File: src/rtl/enet_tx_narrow.sv
// Narrow Ethernet transmit serializer: splits source bytes into GMII (8b),
// MII (4b) or RMII (2b) beats, LSB first, advancing only on tick.
module enet_tx_narrow (
    input  logic       clk,
    input  logic       rst,
    input  logic       tick,
    input  logic [1:0] mode,
    input  logic       byte_valid,
    input  logic [7:0] byte_data,
    input  logic       byte_er,
    output logic       byte_ready,
    output logic [7:0] txd,
    output logic       tx_en,
    output logic       tx_er
);

    typedef enum logic {IDLE, SHIFT} state_t;

    state_t     state, state_nxt;
    logic [1:0] cnt, cnt_nxt;
    logic [1:0] mode_q, mode_nxt;
    logic [7:0] sreg, sreg_nxt;
    logic [7:0] txd_nxt;
    logic       tx_en_nxt, tx_er_nxt;
    logic       at_last, accept;
    logic [1:0] acc_mode;

    function automatic logic [1:0] last_of(input logic [1:0] m);
        case (m)
            2'b01:   return 2'd1;
            2'b10:   return 2'd3;
            default: return 2'd0;
        endcase
    endfunction

    function automatic logic [7:0] beat_of(input logic [1:0] m, input logic [7:0] d);
        case (m)
            2'b00:   return d;
            2'b01:   return {4'b0, d[3:0]};
            2'b10:   return {6'b0, d[1:0]};
            default: return 8'h00;
        endcase
    endfunction

    function automatic logic [7:0] rest_of(input logic [1:0] m, input logic [7:0] d);
        case (m)
            2'b01:   return {4'b0, d[7:4]};
            2'b10:   return {2'b0, d[7:2]};
            default: return 8'h00;
        endcase
    endfunction

    // cnt is the index of the beat currently on txd
    always_comb begin
        at_last    = (state == SHIFT) && (cnt == last_of(mode_q));
        byte_ready = !rst && tick && (((state == IDLE) && (mode != 2'b11)) || at_last);
        accept     = byte_valid && byte_ready;
        acc_mode   = (state == IDLE) ? mode : mode_q;

        state_nxt  = state;
        cnt_nxt    = cnt;
        mode_nxt   = mode_q;
        sreg_nxt   = sreg;
        txd_nxt    = txd;
        tx_en_nxt  = tx_en;
        tx_er_nxt  = tx_er;

        if (tick) begin
            if (accept) begin
                state_nxt = SHIFT;
                mode_nxt  = acc_mode;
                txd_nxt   = beat_of(acc_mode, byte_data);
                sreg_nxt  = rest_of(acc_mode, byte_data);
                cnt_nxt   = 2'd0;
                tx_en_nxt = 1'b1;
                tx_er_nxt = byte_er;
            end else if ((state == SHIFT) && !at_last) begin
                txd_nxt   = beat_of(mode_q, sreg);
                sreg_nxt  = rest_of(mode_q, sreg);
                cnt_nxt   = cnt + 2'd1;
            end else begin
                // end of frame, or idle with nothing accepted
                state_nxt = IDLE;
                cnt_nxt   = 2'd0;
                sreg_nxt  = 8'h00;
                txd_nxt   = 8'h00;
                tx_en_nxt = 1'b0;
                tx_er_nxt = 1'b0;
            end
        end
    end

    always_ff @(posedge clk or posedge rst) begin
        if (rst) begin
            state  <= IDLE;
            cnt    <= 2'd0;
            mode_q <= 2'b00;
            sreg   <= 8'h00;
            txd    <= 8'h00;
            tx_en  <= 1'b0;
            tx_er  <= 1'b0;
        end else begin
            state  <= state_nxt;
            cnt    <= cnt_nxt;
            mode_q <= mode_nxt;
            sreg   <= sreg_nxt;
            txd    <= txd_nxt;
            tx_en  <= tx_en_nxt;
            tx_er  <= tx_er_nxt;
        end
    end

endmodule

File: config.mk
export PLATFORM = sky130hd
export DESIGN_NAME = enet_tx_narrow
export DESIGN_NICKNAME = d
export VERILOG_FILES = /design/src/rtl/enet_tx_narrow.sv
export SDC_FILE = /design/constraint.sdc
export NUM_CORES = 1
export LEC_CHECK = 0
export ABC_AREA = 1
export ABC_CLOCK_PERIOD_IN_PS = 4300
export CORE_MARGIN = 2
export CORE_UTILIZATION = 55
export DETAILED_ROUTE_END_ITERATION = 16
export PLACE_DENSITY = 0.83
export SYNTH_ARGS = -nofsm -noshare
export SYNTH_HDL_FRONTEND = slang
export SYNTH_SLANG_ARGS = --single-unit
File: constraint.sdc
create_clock -name clk -period 4.3 [get_ports clk]
set_input_delay 0.645 -clock clk [delete_from_list [all_inputs] [get_ports clk]]
set_output_delay 0.645 -clock clk [all_outputs]
set_load 0.02 [all_outputs]
Word level (Yosys, flattened, before mapping) --
Index checks and enable logic that the tools add are counted.
Storage, ports and cells: bits in registers 22, input bits 15, memories kept 0, output and inout port bits 11, RAM bits 0, bits in read-only memories 0, word-level logic and storage cells 43, bits in latches 0
Operators by class: muxes and demuxes 15, reductions and logical operators 13, order comparisons 0, add/subtract/negate cells 1, bitwise logic cells 1, equal/unequal tests 7, div/mod/pow operators 0, shift operators 0, multipliers 0
Operators with widths (number):
- 8-bit one-hot mux with 3 select lines | 2
- 8-bit 2-to-1 mux | 4
- 6-bit one-hot mux with 2 select lines | 2
- 1-bit logical AND | 6
- 2-bit 2-to-1 mux | 3
- 2-bit by 1-bit equality test with 1-bit output, second input constant | 2
- 2-bit equality test, second input constant | 2
- 2-bit zero test | 2
- 2-bit inequality test, second input constant | 2
- 2-bit one-hot mux with 2 select lines | 1
- 2-bit AND reduction | 2
- 1-bit 2-to-1 mux | 3
- 2-bit by 1-bit adder with 2-bit output, second input constant | 1
- 2-bit equality test | 1
- 1-bit zero test | 2
- 1-bit logical OR | 1
- 1-bit inverter | 1

Longest topological paths before layout --
depth in word-level cells 9, gate-level depth with buffers 12, mapped depth without buffers 12

Worst setup path after synthesis --
Ideal clock, no wire load.
path kind input port to output port, start point input port rst, end point output port byte_ready, stages 3, arrival 1.851 ns, path slack 1.804 ns, path through inv_1 -> nand2_1 -> nor3_1
On the way: longest elaborated chain between the ends 3
Ends and longest elaborated chain:
- from (decl) | line 5 | input logic rst,
- 1-bit zero test (no source line)
- 1-bit logical AND (2 in a row) | line 56 | byte_ready = !rst && tick && (((state == IDLE) && (mode != 2'b11)) || at_last);
- to (decl) | line 11 | output logic byte_ready,
Every way passes these cells.

Worst setup path after layout --
start point register mode_q[0], end point output port byte_ready
On the way: longest elaborated chain between the ends 6, elaborated cells between the ends (all ways) 7, classes of those cells eq/ne (3); mux (1); reduce/logical (3)
Ends and longest elaborated chain:
- from (decl) | line 21 | logic [1:0] mode_q, mode_nxt;
- from (signal assigned) | line 105 | mode_q <= mode_nxt;
- 2-bit equality test or 2-bit by 1-bit equality test with 1-bit output (tied branches) | line 29 | case (m)
- 2-bit one-hot mux with 2 select lines * | line 29
- 2-bit equality test * | line 55 | at_last = (state == SHIFT) && (cnt == last_of(mode_q));
- 1-bit logical AND * | line 55
- 1-bit logical OR * | line 56
- 1-bit logical AND * | line 56
Mark *: on every way between the ends. The rest lies on a longest branch, timed or not.

==> results.yml <==
yosys:
  synth_most_common_cell: "nand2_1"
  ys.warnings.count: 0
  ys_ff_latch: 20
  synthArstFlopShare: 1.000
  avgSynthCellArea_um2: 7.162
  synthDominantCellAreaShare: 0.3640
  synth_flop_cell: "dfrtp_1"
  synth-seq-area-share: 0.3640
  ys_top_cells_by_count: "nand2_1, inv_1, nand3_1, dfrtp_1, nor2_1"
  synth_edf_count: 0
  syn_area_um2: 1375
  synth_largest_area_cell: "dfrtp_1"
  synthCells: 192
  synth_cell_types: 25
  ys_top_cells_by_area: "dfrtp_1, nand2_1, nand3_1, inv_1, ha_1"
  synth_nets: 215
grt:
  antenna_found_initial: 0
  globalRouteMet1Util: 0.3270
  grt_pass1_wl_mm: 5.306
  met2_usage: 0.4126
  grt_pass1_vias: 1244
  grt_max_degree: 22
  use_met3: 0.03611
  track_usage: 0.2481
  overflow: 0
  grt_busiest_layer: "met2"
power_and_ir_drop:
  ir_drop_mv: 0.3499
  p_leak_nw: 0.8154
  totalPowerFinal_uw: 642.2
  power.density_nw_per_um2: 387.4
clock_tree:
  cts_inserted_buffers: 3
  clock_latency_ns: 0.31
  ctsHtreeMaxLevel: 1
  ctsLongestPathBuffers: 2
  cts_resized: 0
  cts_tree: "yes"
  postCtsHoldBufs: 0
  cts_sinks: 20
  clk_pin_slew_ns: 0.12
  postCtsSetupBuffers: 0
  clockRootBuffer: "clkbuf_4"
sta:
  tightest_slew_ns: 0.4931
  clock.fmax_mhz: 319.3
  relSlewSlack: 0.6678
  setup_viol: 0
  period_share: 0.7284
  fin_setup_tns_ns: 0
  hold-worst-slack_ns: 0.5122
  finalMaxSlewViolations: 0
  period_needed_ns: 3.132
  skew_ns: 0.002122
  grt_setup_unrepaired: "false"
  hold_viol: 0
drt:
  wl_per_cell_um: 13.08
  dr.pass1.iters: 4
  detail_route.vias_per_cell: 5.516
  drt-initial-drc-count: 45
  dr_total_vias: 1357
  ant_nets: 0
  routed_wl_mm: 3.217
  drc: 0
final_layout:
  nNetsFinal: 240
  syn_to_final_growth_pct: 20.56
  fillCellCount: 220
  drive_above_1_share: 0.04167
  postLayoutCoreUtil: 0.6816
  diodes: 0
  fin_area_um2: 1658
  multi_input_area_um2: 724.4
  ff_latch_area_um2: 500.5
worst_setup_path:
  startpoint_type: "flip-flop"
  r2r_cells: 10
  r2r-end: "sreg[3]$_DFFE_PP0P_"
  worstPathRequired_ns: 3.65
  path_cells: "inv_1, ha_1, inv_1, nand2_1, nand2_1, nand2_2, nand2_4, inv_1, nor3_1, clkdlybuf4s50_1"
  worstSetupPathType: "flip-flop to output port"
  endpoint_kind: "output port"
  cp_num_buf_inv: 4
  worst-path-stages: 10
  r2r_start: "state$_DFFE_PP0P_"
  cp_max_fo: 17
  arrival_ns: 2.49
  crit_path_frequent_cell: "inv_1"
  path_delay_family: "buffers and inverters"
  rrSetupSlack_ns: 2.14
  slowest_stage: "clkdlybuf4s50_1"
  cpPeakStageDelay_ns: 0.62
placed_design:
  portBuffers: 25
  hpwl_mm: 2.441
  place.gp.congestion: 0.8702
  dpl-instance-area_um2: 1622
run_status:
  status: "completed"
floorplanning:
  core_area_um2: 2432
  initial_utilization: 0.5653
  dieArea_um2: 2916
  pin_count: 26
  die_y_um: 54
  num_rows: 18
  die_w_um: 54
worst_hold_path:
  hold_path.class: "flip-flop to flip-flop"
  hold-path-endpoint: "txd[6]$_DFFE_PP0P_"
  hp-start: "txd[6]$_DFFE_PP0P_"
  hold_depth: 2
run:
  maxCapViolations: 0
==> power breakdown <==
part           switching (mW)  internal (mW)
sequential             0.0270          0.215
clock                  0.0614         0.0517
combinational           0.184          0.104
total                   0.272          0.370
==> cell usage in the layout, fill, tap and decap left out, types with 2 or more instances in the layout <==
master / instances
a21oi_1: 2
clkbuf_4: 3
clkdlybuf4s50_1: 25
dfrtp_1: 20
ha_1: 8
inv_1: 27
nand2_1: 56
nand3_1: 21
nand4_1: 11
nor2_1: 14
o211ai_1: 2
o21ai_0: 9
o21ai_1: 5
o22ai_1: 3
==> per-layer routing <==
layer,part of all wire,vias to the layer above
met1,0.45,637
met5,0,-
met4,0.013,0
li1,-,673
met3,0.056,5
met2,0.48,42
==> tightest hold or removal path, stage by stage (launching register included) <==
cell and delay [ns]:
dfrtp_1 0.36, nand2_1 0.06, o21ai_1 0.06
==> registers in the layout, indices dropped and copies added (netlist names) <==
signal and count:
mode_q 2, state 1, tx_er 1, cnt 2, sreg 6, txd 8
==> metrics by stage <==
stage                     setup WS (ns)  cells
after CTS                         1.170    246
after floorplan                   1.804    192
final                             1.168    246
after global routing              1.017    246
after global placement            1.300    242
after detailed placement          1.241    242
==> cell families after synthesis <==
logic type	count (synthesis)	share of synthesized area
xor gates and xnor gates	1	0.006371
adders and majority gates	8	0.07280
AOI/OAI and AO/OA	22	0.08826
DFF	20	0.3640
buffers and inverters	33	0.1092
and+or+nand+nor	108	0.3594
==> final cells by class <==
cell class / count / share of cell area
well taps: 30 / 0.02264
inverters: 27 / 0.06113
clock buffers: 4 / 0.02189
repair buffers: 26 / 0.1555
flip-flops and latches: 20 / 0.3019
multi-input cells: 139 / 0.4370
==> how the worst max path moves through the flow <==
stage	startpoint	end	slack, ns
floorplan	rst	byte_ready	1.80
global placement	tick	byte_ready	1.30
detailed placement	tick	byte_ready	1.24
CTS	mode_q[0]$_DFFE_PP0P_	byte_ready	1.17
global route	mode_q[0]$_DFFE_PP0P_	byte_ready	1.02
finish	mode_q[0]$_DFFE_PP0P_	byte_ready	1.17
No activity file was read; power rests on OpenSTA's default activity.
